<file path="config.mk">
export PLATFORM = sky130hd
export DESIGN_NAME = led_blink_multi
export DESIGN_NICKNAME = d
export VERILOG_FILES = /design/src/rtl/led_blink_multi.sv
export SDC_FILE = /design/constraint.sdc
export NUM_CORES = 1
export LEC_CHECK = 0
export BUFFER_PORTS_ARGS = -buffer_cell sky130_fd_sc_hd__buf_2
export CELL_PAD_IN_SITES_DETAIL_PLACEMENT = 1
export CELL_PAD_IN_SITES_GLOBAL_PLACEMENT = 1
export CORE_UTILIZATION = 41
export DETAILED_ROUTE_END_ITERATION = 10
export PLACE_DENSITY_LB_ADDON = 0.1
export SLEW_MARGIN = 20
export SYNTH_ARGS = -nofsm -noshare
export SYNTH_HDL_FRONTEND = slang
export SYNTH_SLANG_ARGS = --single-unit
</file>
<file path="constraint.sdc">
create_clock -name clk100 -period 7.5 [get_ports clk100]
set_input_delay 2.25 -clock clk100 [delete_from_list [all_inputs] [get_ports clk100]]
set_output_delay 2.25 -clock clk100 [all_outputs]
set_load 0.01 [all_outputs]
</file>
<file path="src/rtl/led_blink_multi.sv">
// -----------------------------------------------------------------------------
// led_blink_multi
//   Multi-channel LED pattern generator. Each channel owns a free-running
//   counter plus a {div, mode, duty} register set. The registered LED drive is
//   computed from the channel's current counter and settings, so the output
//   lags the counter by one cycle.
//
// Modes:
//   00 off     : LED low
//   01 blink   : LED follows counter bit div (period 2^(div+1), 50% duty)
//   10 pulse   : LED high for one cycle whenever cnt[div:0] == 0
//   11 PWM     : LED high while cnt[7:0] < duty (only with LED_PWM_EN),
//                otherwise behaves as off
//
// Build option:
//   LED_PWM_EN - when defined, mode 11 is PWM and per-channel duty registers
//                exist; when undefined, duty_i is unused and mode 11 is off.
//
// Ports:
//   clk100    in   1       system clock, sole clock domain
//   rst       in   1       synchronous active-high reset (wins over writes)
//   wren_i    in   1       one-cycle configuration write strobe
//   bcast_i   in   1       write targets every channel (ch_sel_i ignored)
//   ch_sel_i  in   CH_W    target channel for a non-broadcast write
//   div_i     in   5       divider exponent (clamped to CNT_W-1 when stored)
//   mode_i    in   2       channel mode
//   duty_i    in   8       PWM duty (0..255)
//   led_o     out  NUM_CH  registered LED drive, bit c = channel c
// -----------------------------------------------------------------------------
module led_blink_multi #(
  parameter int unsigned NUM_CH = 4,
  parameter int unsigned CNT_W  = 32,
  parameter int unsigned CH_W   = 2
) (
  input  logic              clk100,
  input  logic              rst,
  input  logic              wren_i,
  input  logic              bcast_i,
  input  logic [CH_W-1:0]   ch_sel_i,
  input  logic [4:0]        div_i,
  input  logic [1:0]        mode_i,
  input  logic [7:0]        duty_i,
  output logic [NUM_CH-1:0] led_o
);

  typedef enum logic [1:0] {
    MODE_OFF   = 2'b00,
    MODE_BLINK = 2'b01,
    MODE_PULSE = 2'b10,
    MODE_PWM   = 2'b11
  } mode_e;

  // Largest meaningful divider for this counter width. The reset divider of
  // 24 is itself clamped so narrow counters still come out of reset blinking.
  localparam logic [4:0] DIV_MAX = 5'(CNT_W - 1);
  localparam logic [4:0] DIV_RST = (CNT_W - 1 < 24) ? DIV_MAX : 5'd24;
  localparam logic [7:0] DUTY_RST = 8'd128;

  // Write data shared by every channel; divider clamped once at write time.
  logic [4:0] div_wr;
  mode_e      mode_wr;

  always_comb begin
    div_wr  = (32'(div_i) >= CNT_W) ? DIV_MAX : div_i;
    mode_wr = mode_e'(mode_i);
  end

`ifndef LED_PWM_EN
  logic unused_duty;
  assign unused_duty = ^duty_i;
`endif

  for (genvar c = 0; c < NUM_CH; c++) begin : g_ch
    logic [CNT_W-1:0] cnt_q, cnt_d;
    logic [4:0]       div_q;
    mode_e            mode_q;
    logic             led_q, led_d;
    logic             hit;
`ifdef LED_PWM_EN
    logic [7:0]       duty_q;
`endif

    // Out-of-range non-broadcast selects never match any channel.
    always_comb begin
      hit = wren_i && (bcast_i || (32'(ch_sel_i) == c));
    end

    always_comb begin
      cnt_d = hit ? '0 : cnt_q + CNT_W'(1);
    end

    // Output decode from the current (pre-edge) counter and settings.
    logic [CNT_W-1:0] shifted;
    logic [CNT_W-1:0] pmask;

    always_comb begin
      shifted = cnt_q >> div_q;
      // Mask of bits [div:0]; a shift of CNT_W yields 0 and the subtract
      // then wraps to all-ones, which is the correct mask for div=CNT_W-1.
      pmask   = ((CNT_W'(1) << div_q) << 1) - CNT_W'(1);
      led_d   = 1'b0;
      unique case (mode_q)
        MODE_OFF:   led_d = 1'b0;
        MODE_BLINK: led_d = shifted[0];
        MODE_PULSE: led_d = ((cnt_q & pmask) == '0);
`ifdef LED_PWM_EN
        MODE_PWM:   led_d = (cnt_q[7:0] < duty_q);
`else
        MODE_PWM:   led_d = 1'b0;
`endif
        default:    led_d = 1'b0;
      endcase
    end

    always_ff @(posedge clk100) begin
      if (rst) begin
        cnt_q  <= '0;
        div_q  <= DIV_RST;
        mode_q <= MODE_BLINK;
        led_q  <= 1'b0;
`ifdef LED_PWM_EN
        duty_q <= DUTY_RST;
`endif
      end else begin
        cnt_q <= cnt_d;
        led_q <= led_d;
        if (hit) begin
          div_q  <= div_wr;
          mode_q <= mode_wr;
`ifdef LED_PWM_EN
          duty_q <= duty_i;
`endif
        end
      end
    end

    assign led_o[c] = led_q;
  end

endmodule

</file>
Word-level counts from Yosys, hierarchy flattened
Index checks and enable logic that the tools add are counted.
{"block": "totals", "register_bits": 160, "in_bits": 21, "out_inout_bits": 4, "wordCells": 80}
{"block": "classes", "addsub": 8, "eq_ne": 15, "n_shift": 8, "mux": 4, "bitwise": 4, "reduce_logical": 25}
{"cell": "adder 32 x 1 -> 32 bit, second input constant", "count": 4}
{"cell": "bitwise AND 32 bit", "count": 4}
{"cell": "logical NOT 32 bit", "count": 4}
{"cell": ">> shifter 32 x 5 -> 1 bit", "count": 4}
{"cell": "subtractor 32 x 2 -> 32 bit, second input constant", "count": 4}
{"cell": "<< shifter 1 x 5 -> 31 bit, first input constant", "count": 4}
{"cell": "equality test 2 bit, second input constant", "count": 10}
{"cell": "OR reduction 2 bit", "count": 8}
{"cell": "case mux 1 bit (3 select lines)", "count": 4}
{"cell": "equality test 2 x 1 -> 1 bit, second input constant", "count": 5}
{"cell": "logical NOT 2 bit", "count": 5}
{"cell": "logical AND 1 bit", "count": 4}
{"cell": "logical OR 1 bit", "count": 4}

Logic depth before layout (Yosys ltp)
{"block": "logic_depth", "ltp_word": 5, "ltp_mapped": 14}

Worst setup path before layout
Ideal clock, no wire load.
{"block": "synth_timing", "path_kind": "input to register", "start": "input port rst", "end": "register g_ch[3].led_q", "t_arrival_ns": 3.349, "required_time_ns": 7.441, "path_slack_ns": 4.092, "path_stages": 6, "n_path_buf": 0, "cell_sequence": "nor4b_1 -> o2111ai_1 -> nor4_1 -> nand4_1 -> nor4_1 -> a31o_1"}
{"element": "start, declared", "line": "36", "rtl": "input logic rst,"}
{"element": "end signal, assigned", "line": "126", "rtl": "led_q <= led_d;"}
{"element": "end, declared", "line": "77", "rtl": "logic led_q, led_d;"}

Worst setup path in the final report
{"block": "layout_timing", "start": "register g_ch[1].div_q[2]", "end": "register g_ch[1].led_q"}
{"block": "layout_between", "elab_chain_cells": 5}
{"element": "start, declared", "line": "75", "rtl": "logic [4:0] div_q;"}
{"element": "start signal, assigned", "line": "128", "rtl": "div_q <= div_wr;"}
{"element": "<< shifter 1 x 5 -> 31 bit", "line": "100", "rtl": "pmask = ((CNT_W'(1) << div_q) << 1) - CNT_W'(1);"}
{"element": "subtractor 32 x 2 -> 32 bit", "line": "100"}
{"element": "bitwise AND 32 bit", "line": "105", "rtl": "MODE_PULSE: led_d = ((cnt_q & pmask) == '0);"}
{"element": "logical NOT 32 bit", "line": "105"}
{"element": "case mux 1 bit (3 select lines) *", "line": "102", "rtl": "unique case (mode_q)"}
{"element": "end signal, assigned", "line": "126"}
{"element": "end, declared", "line": "77"}
Every way passes the cells marked *; elsewhere a longest branch is shown, timed or not.
A chain may end at the register's enable or synchronous reset.

==> flow_metrics.tcl <==
set metrics [dict create \
    ys.flop_type "dfxtp_1" \
    cp-startpoint "g_ch[1].div_q[2]$_SDFFE_PP0P_" \
    ys_ff_latch 160 \
    htreeDepth 4 \
    row_count 58 \
    clock_sinks 160 \
    crit_arrival_ps 4320 \
    power.density_mw_per_mm2 173 \
    synthesis.nets 1402 \
    seq_area_frac_synth_pct 30.0 \
    clk_latency_ps 440 \
    fin_crit_sh_pct 53.4 \
    io-pin-count 25 \
    post-route-drc-count 0 \
    grt_start_max_net_pins 41 \
    relSlewSlack_pct 26.9 \
    synth_most_common_cell "nor2_1" \
    grt_pass1_wl_mm 52.6 \
    post_drt_wl_per_cell_um 18.9 \
    routed_via_density 6.02 \
    die_area_mm2 0.0267 \
    p_sw_share_pct 28.8 \
    intPower_mw 1.41 \
    critPathKind "reg -> reg" \
    syn-cell-area_mm2 0.0107 \
    yosysTopAreaCell "dfxtp_1" \
    fin_crit_ps 4000 \
    die_w_um 163 \
    maxCapViolCount 0 \
    use_met3_pct 3.38 \
    synth_edf_count 0 \
    worst_pin_slew_ps 1090 \
    async_flop_share_pct 0 \
    power.switching_mw 0.571 \
    use_met1_pct 35.5 \
    avgSynthCellArea_um2 7.77 \
    hold_violations 0 \
    grt_pass1_vias 9768 \
    postCtsResizedCells 0 \
    rsz0062_at_grt "no" \
    yosys-top-cells-count "nor2_1, dfxtp_1, nand2_1" \
    ctsHoldBuffers 0 \
    drtPass1Iterations 5 \
    final_nets 1349 \
    cts_buffers 17 \
    worstPathCellList "nor2_1, nand3_1, ha_1, nor2_1, a32o_1, nand3_1, a21oi_1, a2111oi_0, nand4_1, o21ai_0" \
    cpMaxStageDelayCell "dfxtp_1" \
    min_path_type "reg -> reg" \
    grt_use_total_pct 24.5 \
    use_met2_pct 37.6 \
    dieHeight_um 163 \
    vdd_drop_max_mv 0.126 \
    synth_top_area_share_pct 30.0 \
    dp_hpwl_mm 21.5 \
    synth_area_leaders "dfxtp_1, nor2_1, xor2_1" \
    floorplan.initialDensity_pct 42.1 \
    cts_setup_buffers 0 \
    area_growth_pct 7.45 \
    power_frac_clock_pct 44.6 \
    cp_max_fo 25 \
    status "finished clean" \
    hp-start "g_ch[3].cnt_q[0]$_SDFF_PP0_" \
    ant_nets 0 \
    fin_worst_skew_ps 13.6 \
    root_buffer "clkbuf_16" \
    path_clk_slew_ps 70 \
    combPwrFrac_pct 11.0 \
    startpoint_type "flop" \
    pwr-share-seq_pct 44.4 \
    layout-drive-gt1-share_pct 8.18 \
    clock_path_buffers 2 \
    end_kind "flop" \
    setup_viol 0 \
    grt-ovfl-total 0 \
    cpLargestDelayFamily "compound AO/OA/AOI/OAI gates" \
    max_freq_ghz 0.250 \
    synth_cell_types 71 \
    r2r_start "g_ch[1].div_q[2]$_SDFFE_PP0P_" \
    drt_iter0_drc 743 \
    wl_mm 31.4 \
    max_stage_delay_ps 950 \
    core-area_mm2 0.0253 \
    io_buffers 16 \
    fin_area_mm2 0.0115 \
    gr-max-usage-layer "met2" \
    p_leak_nw 3.94 \
    place_area_mm2 0.0109 \
    gp_congestion 0.861 \
    cts_tree "built" \
    antenna_found_initial 1 \
    cp_num_buf_inv 0 \
    syn_inst 1373 \
    vias 10023 \
    required_ps 7820 \
    setup_tns_ps 0 \
    ys_warn_count 0 \
    slew_viol_final 0 \
]
[registers in the layout, summed over array words and instances, names as in the netlist]
signal	flops
g_ch.cnt_q	128
g_ch.div_q	20
g_ch.mode_q	8
g_ch.led_q	4
[final cells by class]
type | count | area [µm²]
repair buffers | 41 | 268
clock inverters | 14 | 144
inverters | 35 | 131
diodes | 1 | 2.50
clock buffers | 18 | 439
multi-input cells | 1065 | 6860
fillers | 3100 | 13900
flip-flops and latches | 160 | 3200
well taps | 330 | 413
[cell usage in the layout (no fill, tap or decap), types with 16 or more instances in the layout]
cell and count:
nor2_1 203, dfxtp_1 160, nand2_1 111, o21ai_0 98, nand3_1 71, xor2_1 68
a21oi_1 60, xnor2_1 38, nand4_1 38, inv_1 35, mux2i_1 31, nor3_1 29
and3_1 25, buf_4 25, or3_1 21, mux4_2 20, a211o_1 17, clkbuf_16 17
buf_2 16
[stage by stage]
step	cells	hold slack, ps	total power, mW	util (%)	worst slack (ps)
detailed placement	1631	475	1.12	42.9	3260
global placement	1631	464	1.11	42.9	3260
CTS	1663	493	2.01	45.2	3460
floorplan	1373	435	1.06	-	4090
global route	1663	524	2.07	45.2	3130
finish	1664	492	1.98	45.2	3500
[path summary, 6_finish.rpt]
check / to / slack, ps / cells after the start
setup / recovery: g_ch[1].led_q$_SDFF_PP0_ / 3500 / 10
setup reg to reg: g_ch[1].led_q$_SDFF_PP0_ / 3500 / 10
hold / removal: g_ch[3].cnt_q[0]$_SDFF_PP0_ / 490 / 1
hold reg to reg: g_ch[3].cnt_q[0]$_SDFF_PP0_ / 490 / 1
[kinds of logic after synthesis]
| logic type | after synthesis | share of synthesized area [%] |
|---|---|---|
| AOI/OAI and AO/OA | 308 | 18.8 |
| xor gates and xnor gates | 106 | 8.70 |
| adders and majority gates | 9 | 1.03 |
| buffers and inverters | 148 | 5.65 |
| DFF | 160 | 30.0 |
| muxes | 64 | 9.49 |
| and+or+nand+nor | 578 | 26.3 |
[power groups by stage]
stage | clock network [mW] | logic [mW] | registers [mW]
after floorplan | 0 | 0.164 | 0.893
after CTS | 0.912 | 0.217 | 0.881
after detailed placement | 0 | 0.215 | 0.901
after global routing | 0.945 | 0.240 | 0.884
final | 0.885 | 0.218 | 0.881
after global placement | 0 | 0.213 | 0.900
[layer usage]
| layer | wire length, µm | part of all wire (%) |
|---|---|---|
| met1 | 15700 | 50 |
| met2 | 14200 | 45 |
| met3 | 1110 | 3.5 |
| met4 | 418 | 1.3 |
| met5 | 0 | 0 |
[worst register-to-register path, delay by kind of cell, from the launching register on]
family | cells | cell delay, ps
AOI/OAI and AO/OA | 4 | 1230
and+or+nand+nor | 5 | 1010
DFF | 1 | 950
adders and majority gates | 1 | 700
Power figures use the tool's default switching activity.
